File: config.mk
export PLATFORM = sky130hd
export DESIGN_NAME = display_scan_controller
export DESIGN_NICKNAME = d
export VERILOG_FILES = /design/src/rtl/display_scan_controller.sv
export SDC_FILE = /design/constraint.sdc
export NUM_CORES = 1
export LEC_CHECK = 0
export CAP_MARGIN = 0
export CORE_ASPECT_RATIO = 1.4
export CORE_MARGIN = 4
export CORE_UTILIZATION = 47
export DETAILED_ROUTE_END_ITERATION = 10
export GPL_TIMING_DRIVEN = 0
export PLACE_DENSITY = 0.74
export SYNTH_ARGS = -nofsm -noshare
export SYNTH_HDL_FRONTEND = slang
export SYNTH_SLANG_ARGS = --single-unit
File: constraint.sdc
create_clock -name clk -period 2.98 [get_ports clk]
set_clock_uncertainty 0.05 [all_clocks]
set_input_delay 0.894 -clock clk [delete_from_list [all_inputs] [get_ports clk]]
set_output_delay 0.894 -clock clk [all_outputs]
set_load 0.01 [all_outputs]
File: src/rtl/display_scan_controller.sv
// rtl/display_scan_controller.sv - 8-digit seven-segment scan controller
// Holds a 32-bit hex value, scans one nibble per slot, commits new values only at frame ends.
module display_scan_controller #(
  parameter int REFRESH_DIV = 100000,
  parameter int CNT_W       = $clog2(REFRESH_DIV) + 1
) (
  input  logic        clk,
  input  logic        rst_n,
  input  logic        load_valid,
  output logic        load_ready,
  input  logic [31:0] load_data,
  input  logic        lz_blank_en,
  output logic [3:0]  input_bits,
  output logic [2:0]  select,
  output logic        digit_blank,
  output logic        frame_start
);

  localparam logic [CNT_W-1:0] LAST_COUNT = CNT_W'(REFRESH_DIV - 1);

  logic [CNT_W-1:0] prescaler;
  logic [2:0]       scan_idx;
  logic [31:0]      disp_reg;
  logic [31:0]      pend_reg;
  logic             pend_valid;
  logic             frame_start_q;

  logic        tick;
  logic        wrap;
  logic        accept;
  logic        commit;
  logic [31:0] upper_digits;

  assign tick   = (prescaler == LAST_COUNT);
  assign wrap   = tick && (scan_idx == 3'd7);
  assign accept = load_valid && !pend_valid;
  // Commit needs pend_valid=1 and accept needs pend_valid=0, so they never collide.
  assign commit = wrap && pend_valid;

  always_ff @(posedge clk) begin
    if (!rst_n) begin
      prescaler     <= '0;
      scan_idx      <= 3'd0;
      disp_reg      <= 32'd0;
      pend_reg      <= 32'd0;
      pend_valid    <= 1'b0;
      frame_start_q <= 1'b0;
    end else begin
      prescaler     <= tick ? '0 : prescaler + 1'b1;
      frame_start_q <= wrap;
      if (tick) begin
        scan_idx <= scan_idx + 3'd1;
      end
      if (commit) begin
        disp_reg   <= pend_reg;
        pend_valid <= 1'b0;
      end else if (accept) begin
        pend_reg   <= load_data;
        pend_valid <= 1'b1;
      end
    end
  end

  // Nibbles at and above the scanned digit; all zero means this digit is a leading zero.
  assign upper_digits = disp_reg >> {scan_idx, 2'b00};

  assign load_ready  = !pend_valid;
  assign select      = scan_idx;
  assign input_bits  = disp_reg[{scan_idx, 2'b00} +: 4];
  assign digit_blank = lz_blank_en && (scan_idx != 3'd0) && (upper_digits == 32'd0);
  assign frame_start = frame_start_q;

endmodule

======== Word level (Yosys, flattened, before mapping) ========
Cells that the tools add are included.
word-level totals
  input port bits ......................... 36
  flip-flop bits (word level) ............. 87
operators by class
  $add $sub $neg .......................... 2
  bitwise logic cells ..................... 2
  equality and inequality tests ........... 2
  reductions and logical operators ........ 11
  shifts and indexed selects .............. 2
operators with widths
  cell                                                                number
  32-bit logical NOT                                                  1
  32-bit by 6-bit indexed part select with 4-bit output               1
  32-bit by 5-bit >> shifter with 32-bit output                       1
  18-bit by 1-bit adder with 18-bit output (second input constant)    1
  18-bit by 17-bit == test with 1-bit output (second input constant)  1
  1-bit logical AND                                                   5
  2-bit OR reduction                                                  2
  3-bit by 1-bit adder with 3-bit output (second input constant)      1
  3-bit == test (second input constant)                               1
  3-bit nonzero test                                                  1
  1-bit inverter                                                      2
  2-bit AND reduction                                                 1
  1-bit logical NOT                                                   1

======== Longest topological paths before layout ========
Gate-level depths: netlist of the first run.
  depth in word-level cells ............... 5
  mapped depth ............................ 8
  gate-level depth less buffers ........... 6

======== Worst setup path before layout of the first run ========
Ideal clock, no wire load.
  path type ............................... register -> output
  from .................................... reg scan_idx[0] (netlist: select[0])
  to ...................................... out digit_blank
  arrival ................................. 2.105 ns
  buffers on the path ..................... 0
  cell stages (with the launch flop) ...... 5
  data required time ...................... 2.036 ns
  setup slack ............................. -0.069 ns
  cell sequence ........................... dfxtp_1 -> mux4_1 -> mux2_2 -> or4b_1 -> nor4_2
between the ends
  longest elaborated chain between the ends .. 3
  elaborated cells between the ends (all ways) .. 5
ends and longest elaborated chain
  element                                                                              RTL line  text
  start: declaration                                                                   22        logic [2:0] scan_idx;
  start signal: assignment                                                             52        scan_idx <= scan_idx + 3'd1;
  32-bit by 5-bit >> shifter with 32-bit output or 3-bit nonzero test (tied branches)  65, 70
  32-bit logical NOT or 1-bit logical AND (tied branches)                              70        assign digit_blank = lz_blank_en && (scan_idx != 3'd0) && (upper_digits == 32'd0);
  1-bit logical AND (*)                                                                70
  end: declaration                                                                     15        output logic digit_blank,
Mark *: on every way between the ends. The rest lies on a longest branch, timed or not.

======== Final worst setup path of the first run ========
Ends and elaborated chain as after synthesis.

==> metrics.txt, run 1 <==
Die H=116 µm; Worst-path clk slew=~0.06 ns; WHS=a little under 0.4 ns; Post-Synthesis Cells=approximately 430; RSZ-0062 raised after global routing=yes; CTS Buf Count=9; Die X=between 80 and 90 µm; CP Class=reg -> out; launching element type of the critical path=flip-flop; post-place instance area=approximately 4500 µm²; post-route ant nets=0; Tcrit/Tclk final=113%; setup ws final=-0.388 ns; Register Area=around 1700 µm²; initial core utilization=around half; initial antenna violation count=0; layout cells sized above 1=roughly 11%; Port Buf Inserts=44; Final min period=~3.4 ns; Max Cap Violations=0; CP Max Fanout=5; Synth Area in XOR/XNOR=under 10%; Clock Tree Buf Depth=2; hpwl dp=6.34 mm; synthesized area=3950 µm²; Power Total=roughly 2.4 mW; CTS tree=yes; status=finished, violations left; Finish-stage setup viols=1; vias in the first global route=3,060; Routed Wire Length=around 8.5 mm; post-synthesis sequential area ratio=between 40 and 50%; drt first pass iters=4; filler instances=738; NumNets Final=around 530; setup TNS=-0.388 ns; core area=approximately 8000 µm²; Yosys cell types=44; pwr/cell area=about 480 nW/µm²; Worst-Skew Late Latency=roughly 0.34 ns; n_diodes=0; Crit path max-delay family=multiplexers; clock root buffer=clkbuf_16; Post-synth EDFFs=0; post-route cell area=approximately 4900 µm²; pin count of the biggest net entering global routing=16; Worst EP arrival=roughly 2.4 ns; Die Area=around 10000 µm²; Max-slew headroom=roughly half; first-pass GRT wire length=around 15 mm; Top Ports=46; Global Route Usage Sum=18.7%; CP Buf/Inv Count=1; simple-gate area share of the yosys netlist=23.4%; Peak Freq=around 0.30 GHz; #FFs+latches synth=a little under 90; top-area cell type share of the netlist area=44.1%; Fin. Hold Viols=0; Peak VDD IR=approximately 0.31 mV; cell count along the critical path=5; Min-Delay Path Depth=1; mux cell area share after synthesis=14.5%; max incr delay on CP=roughly 0.55 ns; placer congestion estimate=about 0.93; ys async rst share=0%; fin util=59.8%; Slew @ Worst Pin=approximately 0.74 ns; reg2reg path depth=6; GRT overflow=0; Final Max Tran Viols=0; worst hold path class=reg -> reg; main area contributors after synthesis=dfxtp_1 (44%), mux2i_1 (9.4%), nand2_1 (7.0%); Setup crit end kind=output pin; Post-Syn Nets=approximately 470; Leak=roughly 2 nW; ys flop type=dfxtp_1; multi-input logic area=between 2000 and 2500 µm²; DRC errors left=0; post-synthesis compound-gate area fraction=9.56%; WP data required=roughly 2.0 ns; failing checks=negative setup slack; cell taking the most area after synthesis=dfxtp_1; area delta synth->final=24.1%; R2R Setup Slk=between 0.7 and 0.8 ns; Cell Chain, Critical Path=mux4_2 > mux2_4 > or4b_4 > nor4_4 > buf_2; H-tree depth=3; via count=approximately 3,100; FP Rows=39; 1st-iter DRT viols=approximately 160; Yosys warnings=0; vias per cell=roughly 5.3; syn avg cell area=around 9.3 µm²; drt wl/cell=roughly 14 µm; Adder-Cell Fraction of Synth Area=around 1.3%; clk sink count=87; largest family of logic cells by synthesized area=simple AND/OR/NAND/NOR gates; Slowest-stage cell, CP=or4b_4
## where the power goes
group          internal [mW]  switching (mW)
registers               1.19          0.0168
clock network          0.563           0.457
logic                 0.0755          0.0602
total                   1.83           0.534
## area by class of cell
| class | instances | area share, % |
|---|---|---|
| tap | 102 | 2.60 |
| buffer | 25 | 2.40 |
| timing repair buffer | 51 | 9.85 |
| sequential | 87 | 35.7 |
| multi-input combinational | 306 | 43.3 |
| clock inverter | 7 | 1.02 |
| inverter | 8 | 0.612 |
| clock buffer | 9 | 4.59 |
## timing repair
item                       CTS  global route
pin swaps                    1             3
buffers inserted             4             3
setup endpoints to repair    5             3
hold buffers                 0             0
resized for setup           22             6
## synthesized netlist by cell type (5+ instances only)
master	instances
nor2_1	28
inv_1	6
and2_1	7
nor2b_1	38
clkbuf_1	16
nor4_1	5
a21boi_0	32
o21ai_0	5
nand3_1	7
nor3_1	9
xnor2_1	13
mux2i_1	37
nand2_1	74
dfxtp_1	87
buf_2	7
## metal layers
metal	track usage (%)	part of all wire, %	vias to the layer above
met5	0	0	-
met1	22.6	43	1452
met4	10.5	3.2	0
li1	-	-	1580
met2	31.0	49	74
met3	3.53	4.4	20
## kinds of logic (layout without fill, tap and decap cells)
logic type | count (synthesis) | in the layout
AND/OR/NAND/NOR | 186 | 186
flip-flops | 87 | 87
AO/OA/AOI/OAI | 52 | 52
multiplexers | 47 | 47
buffers and inverters | 33 | 100
XOR/XNOR | 17 | 17
adder cells (fa/ha/maj) | 4 | 4
## final timing paths
| path | startpoint | to |
|---|---|---|
| max reg2reg | prescaler[15] | disp_reg[12] |
| max | select[0] | digit_blank |
| min | prescaler[0] | prescaler[0] |
| min reg2reg | prescaler[0] | prescaler[0] |
## placed cells by master, fill, tap and decap left out, types with 7 or more instances in the layout
cell type and count:
dfxtp_1 85, nand2_1 74, clkdlybuf4s50_1 39, nor2b_1 38
mux2i_1 37, a21boi_0 32, nor2_1 28, clkbuf_1 15
xnor2_1 13, nor3_1 9, clkbuf_16 9, buf_4 8
mux4_2 7, nand3_1 7, buf_2 7, and2_1 7
## metrics by stage
| step | instances | setup slack (ns) |
|---|---|---|
| after detailed placement | 572 | -0.616 |
| after floorplan | 426 | 0.0217 |
| final | 595 | -0.388 |
| after CTS | 592 | -0.462 |
| after global placement | 572 | -0.663 |
| after global routing | 595 | -0.467 |
Power figures use the tool's default switching activity.
==> run 2, diff against run 1 <==
Settings changed: CTS_CLUSTER_DIAMETER set to 100.
==> results of run 2 <==
Same layout as run 1: the final DEF is identical, and so are final timing and power.
==> run 3, diff against run 2 <==
Settings changed: CELL_PAD_IN_SITES_DETAIL_PLACEMENT set to 1, CELL_PAD_IN_SITES_GLOBAL_PLACEMENT set to 1, CORE_UTILIZATION 47 to 43, PLACE_DENSITY 0.74 to 0.85.
==> run 3 against run 2 <==
Net effect:
- the flow still finishes with violations (negative setup slack)
- count of clock-buffer cells in the layout is 1 higher
- hold slack worse by 0.0016 ns
- sequential cell count stayed put
- sequential power hardly changed
==> metrics.txt, run 3 (synthesized netlist as in run 1, its figures left out) <==
GRT met2 Usage=35.5% (+4.5 points); Die X=89.0 µm (+4.1%); vias in the first global route=3,444 (+13%); vias per cell=5.39 (+2.7%); Worst-path clk slew=0.07 ns (about the same); FP Rows=41 (+5.1%); n_diodes=0 (unchanged); WP data required=2.04 ns (about the same); CP Max Fanout=5 (unchanged); status=finished, violations left; NumNets Final=526 (-0.38%); Top Ports=46 (unchanged); Die H=121 µm (+4.2%); clock root buffer=clkbuf_16; Tcrit/Tclk final=112% (-1.4 points); commonest non-fill, non-tap cell in the layout=dfxtp_1; area delta synth->final=23.7%; Worst EP arrival=2.38 ns (-0.04 ns); hpwl dp=7.83 mm (+23%); Global Route Usage Sum=20.3% (+1.7 points); GRT overflow=0 (unchanged); met1 usage=23.9% (+1.3 points); pin count of the biggest net entering global routing=16 (unchanged); pwr/cell area=513 nW/µm² (+6.5%); commonest cells after routing, fill and taps aside=dfxtp_1 (85), nand2_1 (74), clkdlybuf4s50_1 (39); H-tree depth=3 (unchanged); clk sink count=87 (unchanged); 1st-iter DRT viols=89 (-43%); Setup crit end kind=output pin; post-place instance area=4530 µm² (+0.14%); Max Cap Violations=0 (unchanged); Max-slew headroom=45.5% (-5.0 points); Die Area=10,800 µm² (+8.5%); via count=3,226 (+3.2%); first-pass GRT wire length=16.8 mm (+15%); placer congestion estimate=0.909 (-2.3%); Fin. Hold Viols=0 (unchanged); CP Class=reg -> out; Final Max Tran Viols=0 (unchanged); worst hold path class=reg -> reg; setup ws final=-0.346 ns (+0.0420 ns); Slew @ Worst Pin=0.809 ns (+0.0739 ns); Clock Tree Buf Depth=2 (unchanged); CTS tree=yes; Routed Wire Length=10.5 mm (+23%); Port Buf Inserts=44 (unchanged); Final min period=3.33 ns (-0.0420 ns); Leak=2.00 nW (-0.11%); layout cells sized above 1=10.6% (-0.57 points); initial core utilization=44.0% (-4.2 points); non-filler cells, final=598 (+0.50%); post-route cell area=4890 µm² (-0.36%); Finish-stage setup viols=1 (unchanged); initial antenna violation count=0 (unchanged); DRC errors left=0 (unchanged); core area=8980 µm² (+9.5%); hold buffers post-CTS=0 (unchanged); drt first pass iters=4 (unchanged); RSZ-0062 raised after global routing=yes; CTS Buf Count=9 (unchanged); launching element type of the critical path=flip-flop; post-route ant nets=0 (unchanged); WHS=0.392 ns (-0.00159 ns); Inst Count DP=577 (+0.87%); drt wl/cell=17.5 µm (+22%); Power Total=2.51 mW (+6.2%); Peak VDD IR=0.353 mV (+13%); Top Usage Layer GRT=met2; met3 Usage GRT=3.87% (+0.34 points); Peak Freq=0.301 GHz (+1.3%); Worst-Skew Late Latency=0.34 ns (about the same); failing checks=negative setup slack
run 3: per-stage QoR:
stage	TNS (ns)	utilization [%]	setup WS (ns)
floorplan	0	-	0.0217
global placement	-0.595	50.4	-0.595
detailed placement	-0.611	50.4	-0.611
CTS	-0.387	54.1	-0.373
global route	-0.471	54.4	-0.420
finish	-0.346	54.4	-0.346
run 3: final timing paths:
check,start,to,slack [ns],cells after the start
worst max-delay path,select[0],digit_blank,-0.35,5
worst max register to register,prescaler[15],disp_reg[3],0.68,6
worst min register to register,prescaler[0],prescaler[0],0.39,1
worst min-delay path,prescaler[0],prescaler[0],0.39,1
run 3: timing repair:
action                                 in CTS  in global routing
gates resized for setup                    21                  4
setup buffers                               2                  3
endpoints found under the hold margin       0                  0
setup endpoints to repair                   5                  3
run 3: critical path, stage by stage (launching register included):
cell	delay, ns
dfxtp_4	0.41
mux4_2	0.52
mux2_4	0.28
or4b_4	0.54
nor4_2	0.13
buf_2	0.16
run 3: power breakdown:
part | internal, mW | switching, mW
clock | 0.677 | 0.482
sequential | 1.19 | 0.0189
combinational | 0.0756 | 0.0646
run 3: area by class of cell:
class                           instances  area [µm²]
Sequential cell                        87        1750
Multi-Input combinational cell        306        2080
Clock inverter                          6        67.6
Inverter                                8        30.0
Clock buffer                           10         239
Timing Repair Buffer                   49         464
Buffer                                 25         121
Fill cell                            1043        4090
Tap cell                              107         134
run 3: routing by layer:
metal	routed length, µm	vias to the layer above
li1	-	1572
met1	4320	1565
met2	5560	71
met3	349	18
met4	229	0
met5	0	-
